## src/rtl/adder_pkg.sv

```systemverilog
// Shared constants and FSM encoding for the serial slice adder.
package adder_pkg;
  localparam int DEF_WIDTH = 32;
  localparam int DEF_SLICE = 4;

  typedef enum logic [1:0] {
    ST_IDLE = 2'd0,
    ST_RUN  = 2'd1,
    ST_DONE = 2'd2
  } state_t;
endpackage

```

## src/rtl/adder_slice.sv

```systemverilog
// Combinational SLICE-bit ripple adder built from chained full adders.
module adder_slice #(
  parameter int SLICE = 4
) (
  input  logic [SLICE-1:0] a,
  input  logic [SLICE-1:0] b,
  input  logic             cin,
  output logic [SLICE-1:0] sum,
  output logic             cout
);
  logic [SLICE:0] w_c;

  assign w_c[0] = cin;

  for (genvar i = 0; i < SLICE; i++) begin : g_fa
    assign sum[i]   = a[i] ^ b[i] ^ w_c[i];
    assign w_c[i+1] = (a[i] & b[i]) | (w_c[i] & (a[i] ^ b[i]));
  end

  assign cout = w_c[SLICE];
endmodule

```

## src/rtl/serial_add_ctrl.sv

```systemverilog
// Multi-cycle adder: steps one SLICE-bit ripple adder over WIDTH-bit operands, LSB first.
// Optional feature macro ADD_SUB_EN adds a `sub` port for a-b-borrow_in.
module serial_add_ctrl
  import adder_pkg::*;
#(
  parameter int WIDTH = DEF_WIDTH,
  parameter int SLICE = DEF_SLICE
) (
  input  logic             clk,
  input  logic             rst,
  input  logic             in_valid,
  output logic             in_ready,
  input  logic [WIDTH-1:0] a,
  input  logic [WIDTH-1:0] b,
  input  logic             cin,
`ifdef ADD_SUB_EN
  input  logic             sub,
`endif
  output logic             out_valid,
  input  logic             out_ready,
  output logic [WIDTH-1:0] sum,
  output logic             cout,
  output logic             busy
);
  localparam int STEPS = WIDTH / SLICE;
  localparam int SW    = (STEPS > 1) ? $clog2(STEPS) : 1;

  state_t                        r_state;
  logic [SW-1:0]                 r_step;
  logic                          r_carry;
  logic [STEPS-1:0][SLICE-1:0]   r_a;
  logic [STEPS-1:0][SLICE-1:0]   r_b;
  logic [STEPS-1:0][SLICE-1:0]   r_sum;
  logic                          r_cout;
  logic                          r_out_valid;
  logic                          r_in_ready;
  logic                          r_busy;

  logic [SLICE-1:0]              w_slice_sum;
  logic                          w_slice_cout;
  logic                          w_sub;

`ifdef ADD_SUB_EN
  assign w_sub = sub;
`else
  assign w_sub = 1'b0;
`endif

  // Operands are held as slice arrays so the current step indexes its slice directly.
  adder_slice #(.SLICE(SLICE)) u_slice (
    .a    (r_a[r_step]),
    .b    (r_b[r_step]),
    .cin  (r_carry),
    .sum  (w_slice_sum),
    .cout (w_slice_cout)
  );

  always_ff @(posedge clk) begin
    if (rst) begin
      r_state     <= ST_IDLE;
      r_step      <= '0;
      r_carry     <= 1'b0;
      r_a         <= '0;
      r_b         <= '0;
      r_sum       <= '0;
      r_cout      <= 1'b0;
      r_out_valid <= 1'b0;
      r_in_ready  <= 1'b1;
      r_busy      <= 1'b0;
    end else begin
      case (r_state)
        ST_IDLE: begin
          if (in_valid && r_in_ready) begin
            // Subtract folds into the add: a + ~b + ~cin.
            r_a        <= a;
            r_b        <= w_sub ? ~b : b;
            r_carry    <= cin ^ w_sub;
            r_sum      <= '0;
            r_cout     <= 1'b0;
            r_step     <= '0;
            r_in_ready <= 1'b0;
            r_busy     <= 1'b1;
            r_state    <= ST_RUN;
          end
        end
        ST_RUN: begin
          r_sum[r_step] <= w_slice_sum;
          r_carry       <= w_slice_cout;
          if (r_step == SW'(STEPS - 1)) begin
            r_cout      <= w_slice_cout;
            r_out_valid <= 1'b1;
            r_state     <= ST_DONE;
          end else begin
            r_step <= r_step + SW'(1);
          end
        end
        ST_DONE: begin
          if (out_ready) begin
            r_out_valid <= 1'b0;
            r_in_ready  <= 1'b1;
            r_busy      <= 1'b0;
            r_state     <= ST_IDLE;
          end
        end
        default: r_state <= ST_IDLE;
      endcase
    end
  end

  assign in_ready  = r_in_ready;
  assign out_valid = r_out_valid;
  assign sum       = r_sum;
  assign cout      = r_cout;
  assign busy      = r_busy;
endmodule
```

## config.mk

```make
export PLATFORM = sky130hd
export DESIGN_NAME = serial_add_ctrl
export DESIGN_NICKNAME = d
export VERILOG_FILES = /design/src/rtl/adder_pkg.sv /design/src/rtl/adder_slice.sv /design/src/rtl/serial_add_ctrl.sv
export SDC_FILE = /design/constraint.sdc
export NUM_CORES = 1
export LEC_CHECK = 0
export CAP_MARGIN = 20
export CORE_UTILIZATION = 30
export DETAILED_ROUTE_END_ITERATION = 16
export PLACE_DENSITY = 0.6
export SLEW_MARGIN = 20
export SYNTH_ARGS = -nofsm -noshare
export SYNTH_HDL_FRONTEND = slang
export SYNTH_HIERARCHICAL = 1
export SYNTH_SLANG_ARGS = --single-unit
export TNS_END_PERCENT = 30
```

## constraint.sdc

```tcl
create_clock -name clk -period 3.4 [get_ports clk]
set_input_delay 0.85 -clock clk [delete_from_list [all_inputs] [get_ports clk]]
set_output_delay 0.85 -clock clk [all_outputs]
set_load 0.1 [all_outputs]
```

### After elaboration in Yosys (flattened, before gate mapping)

Cells that the tools add are included.

* flip-flop bits (word level): 106
* bits in latches: 0
* bits in writable memories: 0
* ROM bits: 0
* input bits: 69
* output and inout bits: 36
* word-level logic and storage cells: 102
* memories kept: 0

* add/sub/neg operators: 1
* multiply operators: 0
* div/mod/pow operators: 0
* order comparisons: 2
* eq/ne operators: 7
* shifts and indexed selects: 0
* muxes and demuxes: 28
* bitwise gates (word level): 20
* reduce and logical (&&, ||, !) cells: 13

Operators with widths (count)
* $pmux 32 s2: 1
* $bwmux 32: 1
* $mux 32: 1
* $bmux 4 s3: 2
* $reduce_and 3->1: 5
* $demux 4 s3: 1
* $mux 4: 3
* $pmux 1 s2: 5
* $and 1x1->1: 8
* $ne 2x2->1 const B: 4
* $xor 1x1->1: 8
* $mux 1: 7
* $mux 2: 3
* $mux 3: 2
* $pmux 2 s3: 1
* $pmux 3 s2: 1
* $reduce_bool 2->1: 3
* $lt 3x4->1 const B: 1
* $or 1x1->1: 4
* $reduce_and 2->1: 2
* $add 3x1->3 const B: 1
* $eq 3x3->1 const B: 1
* $ge 3x1->1 const B: 1
* $eq 2x1->1 const B: 1
* other kinds (3): 4

### Depth between registers and ports, before layout

* word-level depth: 13
* depth in mapped cells: 17
* gate-level depth less buffers: 14

### Modules after synthesis

Netlist, hierarchy kept.

Modules (own cells, without submodules)
* serial_add_ctrl: instances 1, cells each 553, area each 4520.6 um2, sequential area each 2122.0 um2
* adder_slice: instances 1, cells each 14, area each 117.6 um2, sequential area each 0.0 um2

### Worst setup path after synthesis

No wires, ideal clock.

* path kind: flip-flop to flip-flop
* start point: reg r_step[1]
* end point: reg r_sum, in the netlist sum[7]
* arrival time: 3.184 ns
* setup slack: 0.145 ns
* cell stages (with the launch flop): 15
* buffers on the path: 2
* period minus slack after synthesis: 3.255 ns
* cell sequence: dfxtp_1 > buf_4 > mux4_2 > mux2_2 > fa_1 > inv_1 > fa_1 > inv_1 > fa_1 > inv_1 > fa_1 > inv_1 > buf_2 > nand2_1 > a21oi_1

* longest elaborated chain between the ends: 12
* elaborated cells between the ends (all ways): 25

Ends and longest elaborated chain
* start: declaration: RTL line serial_add_ctrl.sv:29 `logic [SW-1:0] r_step;`
* start signal: assignment: RTL line serial_add_ctrl.sv:94 `r_step <= r_step + SW'(1);`
* $bmux 4 s3, on equally long branches: RTL line serial_add_ctrl.sv:51, serial_add_ctrl.sv:52
* $mux 4, on equally long branches: RTL line serial_add_ctrl.sv:51, serial_add_ctrl.sv:52
* $xor 1x1->1: RTL line adder_slice.sv:17 `assign w_c[i+1] = (a[i] & b[i]) | (w_c[i] & (a[i] ^ b[i]));`
* $and 1x1->1: RTL line adder_slice.sv:17
* $or 1x1->1: RTL line adder_slice.sv:17
* $and 1x1->1: RTL line adder_slice.sv:17
* $or 1x1->1: RTL line adder_slice.sv:17
* $and 1x1->1: RTL line adder_slice.sv:17
* $or 1x1->1: RTL line adder_slice.sv:17
* $xor 1x1->1 *: RTL line adder_slice.sv:16 `assign sum[i] = a[i] ^ b[i] ^ w_c[i];`
* named net w_slice_sum[3]: RTL line serial_add_ctrl.sv:39 `logic [SLICE-1:0] w_slice_sum;`
* $bwmux 32 *: RTL line serial_add_ctrl.sv:87 `r_sum[r_step] <= w_slice_sum;`
* $pmux 32 s2 *: RTL line serial_add_ctrl.sv:71 `case (r_state)`
* end signal: indexed assignment: RTL line serial_add_ctrl.sv:87
* end: declaration: RTL line serial_add_ctrl.sv:33 `logic [STEPS-1:0][SLICE-1:0] r_sum;`

The timed path passes the listed nets; every way through them passes the cells marked *. The select of a mux whose other input is x is not followed.
A chain may end at the register's enable or synchronous reset.

### Worst setup path in the final report

* start point: reg r_step[1]
* end point: reg r_sum, in the netlist sum[31]

Same word-level chain as after synthesis.

==> impl_metrics.csv <==
group,metric,value,unit
run_status,status,"finished clean",
finish,nFillCells,1570,
floorplanning,dieWidth,126,um
synth,synth_nets,643,
sta,min_period_over_period,93.5,%
critical_path,cpPeakStageDelay,0.48,ns
sta,hold_viol,0,
job,drv_cap,0,
finish,design_area,6010,sq um
sta,tns,0,ns
finish,diodes,0,
synth,syn_inst,567,
critical_path,cp_common_cell,"fa_1",
floorplanning,initial_core_util,30.6,%
clock_tree,cts_resized,0,
clock_tree,cts_max_path_buffers,2,
global_routing,grt_pass1_vias,4148,
route,drt-total-wl,12300,um
pwr,internal_power,2.02,mW
critical_path,slowest_stage,"mux4_2",
pwr,powerDensity,460,nW/um^2
route,drt_first_pass_iters,5,
sta,clock.fmax,0.314,GHz
route,detail-route-antenna-nets,0,
finish,layout.cells.non_filler,841,
critical_path,cp.arrival,3.45,ns
critical_path,reg2regPathDepth,12,
synth,async_flop_share,0,%
clock_tree,cts_num_sinks,106,
min_path,hold_path_end,"r_a[17]",
finish,layout-drive-gt1-share,16.5,%
sta,tightestPinTransition,1.07,ns
critical_path,crit_buf_inv,4,
finish,area.growth.synth_to_final,29.7,%
clock_tree,cts_buffers,9,
floorplanning,die_h,126,um
critical_path,crit_path_max_fanout,8,
critical_path,path_cells,"mux4_2 > mux2_2 > fa_1 > inv_1 > fa_1 > inv_1 > fa_1 > inv_1 > fa_1 > inv_2 > nand2_1 > a21oi_1",
critical_path,rr_startpoint,"r_step[1]",
critical_path,start_kind,"register",
sta,fin_crit,3.18,ns
pwr,seq_power_share,48.4,%
synth,synth_edf_count,0,
route,wire_per_inst,14.6,um
sta,relSlewSlack,28.9,%
synth,syn_area_per_cell,8.18,sq um
placed_design,gp_congestion,0.807,
pwr,p_comb_share,15.2,%
min_path,hold_class,"reg2reg",
clock_tree,cts_tree,"yes",
synth,synth_ff_type,"dfxtp_1",
min_path,hold_depth,2,
floorplanning,ioPinCount,105,
sta,rsz0062_at_grt,"false",
clock_tree,cts.htree.levels,3,
floorplanning,core_area,15100,sq um
critical_path,worstReg2RegEnd,"sum[31]",
route,vias,4131,
placed_design,hpwlAfterDp,9150,um
synth,synth_top_area_share,45.8,%
global_routing,grt_antenna_before_repair,0,
critical_path,worstSetupPathType,"reg2reg",
synth,yosysTopAreaCell,"dfxtp_1",
clock_tree,cts_root_buf,"clkbuf_16",
placed_design,placed_cell_area,5710,sq um
critical_path,crit_family,"adder cells",
global_routing,grt_start_max_net_pins,107,
pwr,clkPwrFrac,36.4,%
critical_path,regToRegSetupSlack,0.22,ns
clock_tree,clk_pin_slew_worst_paths,0.07,ns
global_routing,grtUsageTotal,15.9,%
critical_path,cp-end-kind,"register",
pwr,p_sw_share,27.2,%
synth,yosysUniqueCellTypes,42,
placed_design,portBuffers,104,
clock_tree,ctsHoldBuffers,0,
sta,finalSetupViolCount,0,
pwr,p_switching,753,uW
placed_design,dp.cells,825,
critical_path,critPathRequiredTime,3.67,ns
finish,fin_nets,724,
global_routing,grt_overflow,0,
min_path,hp-start,"r_a[17]",
route,drc,0,
sta,skew,0.00965,ns
synth,yosys_register_bits,106,
synth,synth_area_leaders,"dfxtp_1 46%, nand2_1 12%, a21oi_1 11%",
synth,synth_area,4640,sq um
floorplanning,die_area,16000,sq um
route,viasPerCell,4.91,
global_routing,grt_pass1_wl,20100,um
pwr,ir_drop,0.242,mV
floorplanning,row_count,45,
route,drtIter0Drc,247,
clock_tree,clk_latency,0.35,ns
synth,synth-seq-area-share,45.8,%
sta,maxSlewViolCount,0,
clock_tree,cts_setup_buffers,0,
pwr,leakagePower,2.21,nW
finish,final_core_util,39.7,%
synth,synth_warnings,6,
[logic make-up after synthesis]
| family | after synthesis | share of synthesized area, % |
|---|---|---|
| and+or+nand+nor | 255 | 24.6 |
| AOI/OAI and AO/OA | 122 | 14.4 |
| DFF | 106 | 45.8 |
| buffers and inverters | 58 | 6.20 |
| muxes | 19 | 6.50 |
| adders and majority gates | 7 | 2.54 |
[worst max path at each step]
| stage | end | start | cells after the start | slack (ns) |
|---|---|---|---|---|
| floorplan | sum[7] | r_step[1] | 14 | 0.14 |
| detailed placement | sum[7] | r_step[1] | 15 | 0.07 |
| finish | sum[31] | r_step[1] | 12 | 0.22 |
| CTS | sum[7] | r_step[1] | 15 | 0.01 |
| global placement | sum[7] | r_step[1] | 15 | 0.16 |
| global route | sum[15] | r_step[1] | 12 | 0.03 |
[power groups by stage]
stage	logic, mW	registers (mW)	clock network [mW]
5_1_grt	0.462	1.35	1.07
2_1_floorplan	0.246	1.39	0
4_1_cts	0.424	1.34	1.02
3_3_place_gp	0.414	1.37	0
6_report	0.421	1.34	1.01
3_5_place_dp	0.422	1.37	0
[layer usage]
metal  up-vias  share of wire (%)  GRT usage, %
li1       2070                  -             -
met1      1933                 47          20.3
met2       116                 47          26.7
met3        12                4.8          3.75
met4         0                1.2          4.46
met5         -                  0             0
[flip-flops by register name (all words and copies together), names as in the netlist]
signal     flops
r_b           32
busy           1
sum           32
out_valid      1
r_step         3
r_a           32
r_state        2
cout           1
in_ready       1
r_carry        1
[cells in the final DEF (no fill, tap or decap), types with 8 or more instances in the layout]
master,count
nand2_1,149
dfxtp_1,104
a21oi_1,102
clkdlybuf4s50_1,67
buf_4,45
nand3_1,43
nand2_2,20
nor2_1,17
inv_1,11
mux2_2,9
clkbuf_16,9
mux4_2,8
[tightest hold or removal path, stage by stage (launching register included)]
cell     delay, ns
dfxtp_1       0.31
nand2_1       0.05
a21oi_1       0.05
[through the flow]
step                setup WS (ns)  power [mW]  hold WS (ns)
floorplan                   0.145        1.63         0.433
global placement            0.164        1.78         0.443
detailed placement         0.0725        1.79         0.447
CTS                        0.0114        2.79         0.457
global route               0.0300        2.88         0.480
finish                      0.219        2.77         0.456
[cell type report]
type                       count  area [sq um]  area share (%)
tap                          188           235            3.91
inverter                      12          45.0           0.749
clock buffer                  11           253            4.20
multi-input combinational    403          2250            37.3
clock inverter                 5          37.5           0.624
sequential                   106          2130            35.4
timing repair buffer         116          1070            17.8
[cell usage after synthesis, types with 2 or more instances]
cell        n
mux2i_1     2
a211o_1     2
mux2_2      9
mux4_2      8
dfxtp_1   106
nor3_1      2
nor2b_1     6
nand2_1   149
a21oi_1   102
and3_1      4
nor3b_1     2
nand2b_1    2
ha_1        3
a221oi_1    2
clkbuf_1   21
nand3b_1    2
buf_6       6
nor2_1     17
nand3_1    43
a22oi_1     6
or3_1       2
nand2_2    20
o21ai_0     2
fa_1        4
inv_1      12
buf_2      17
(Power assumes the default switching activity.)
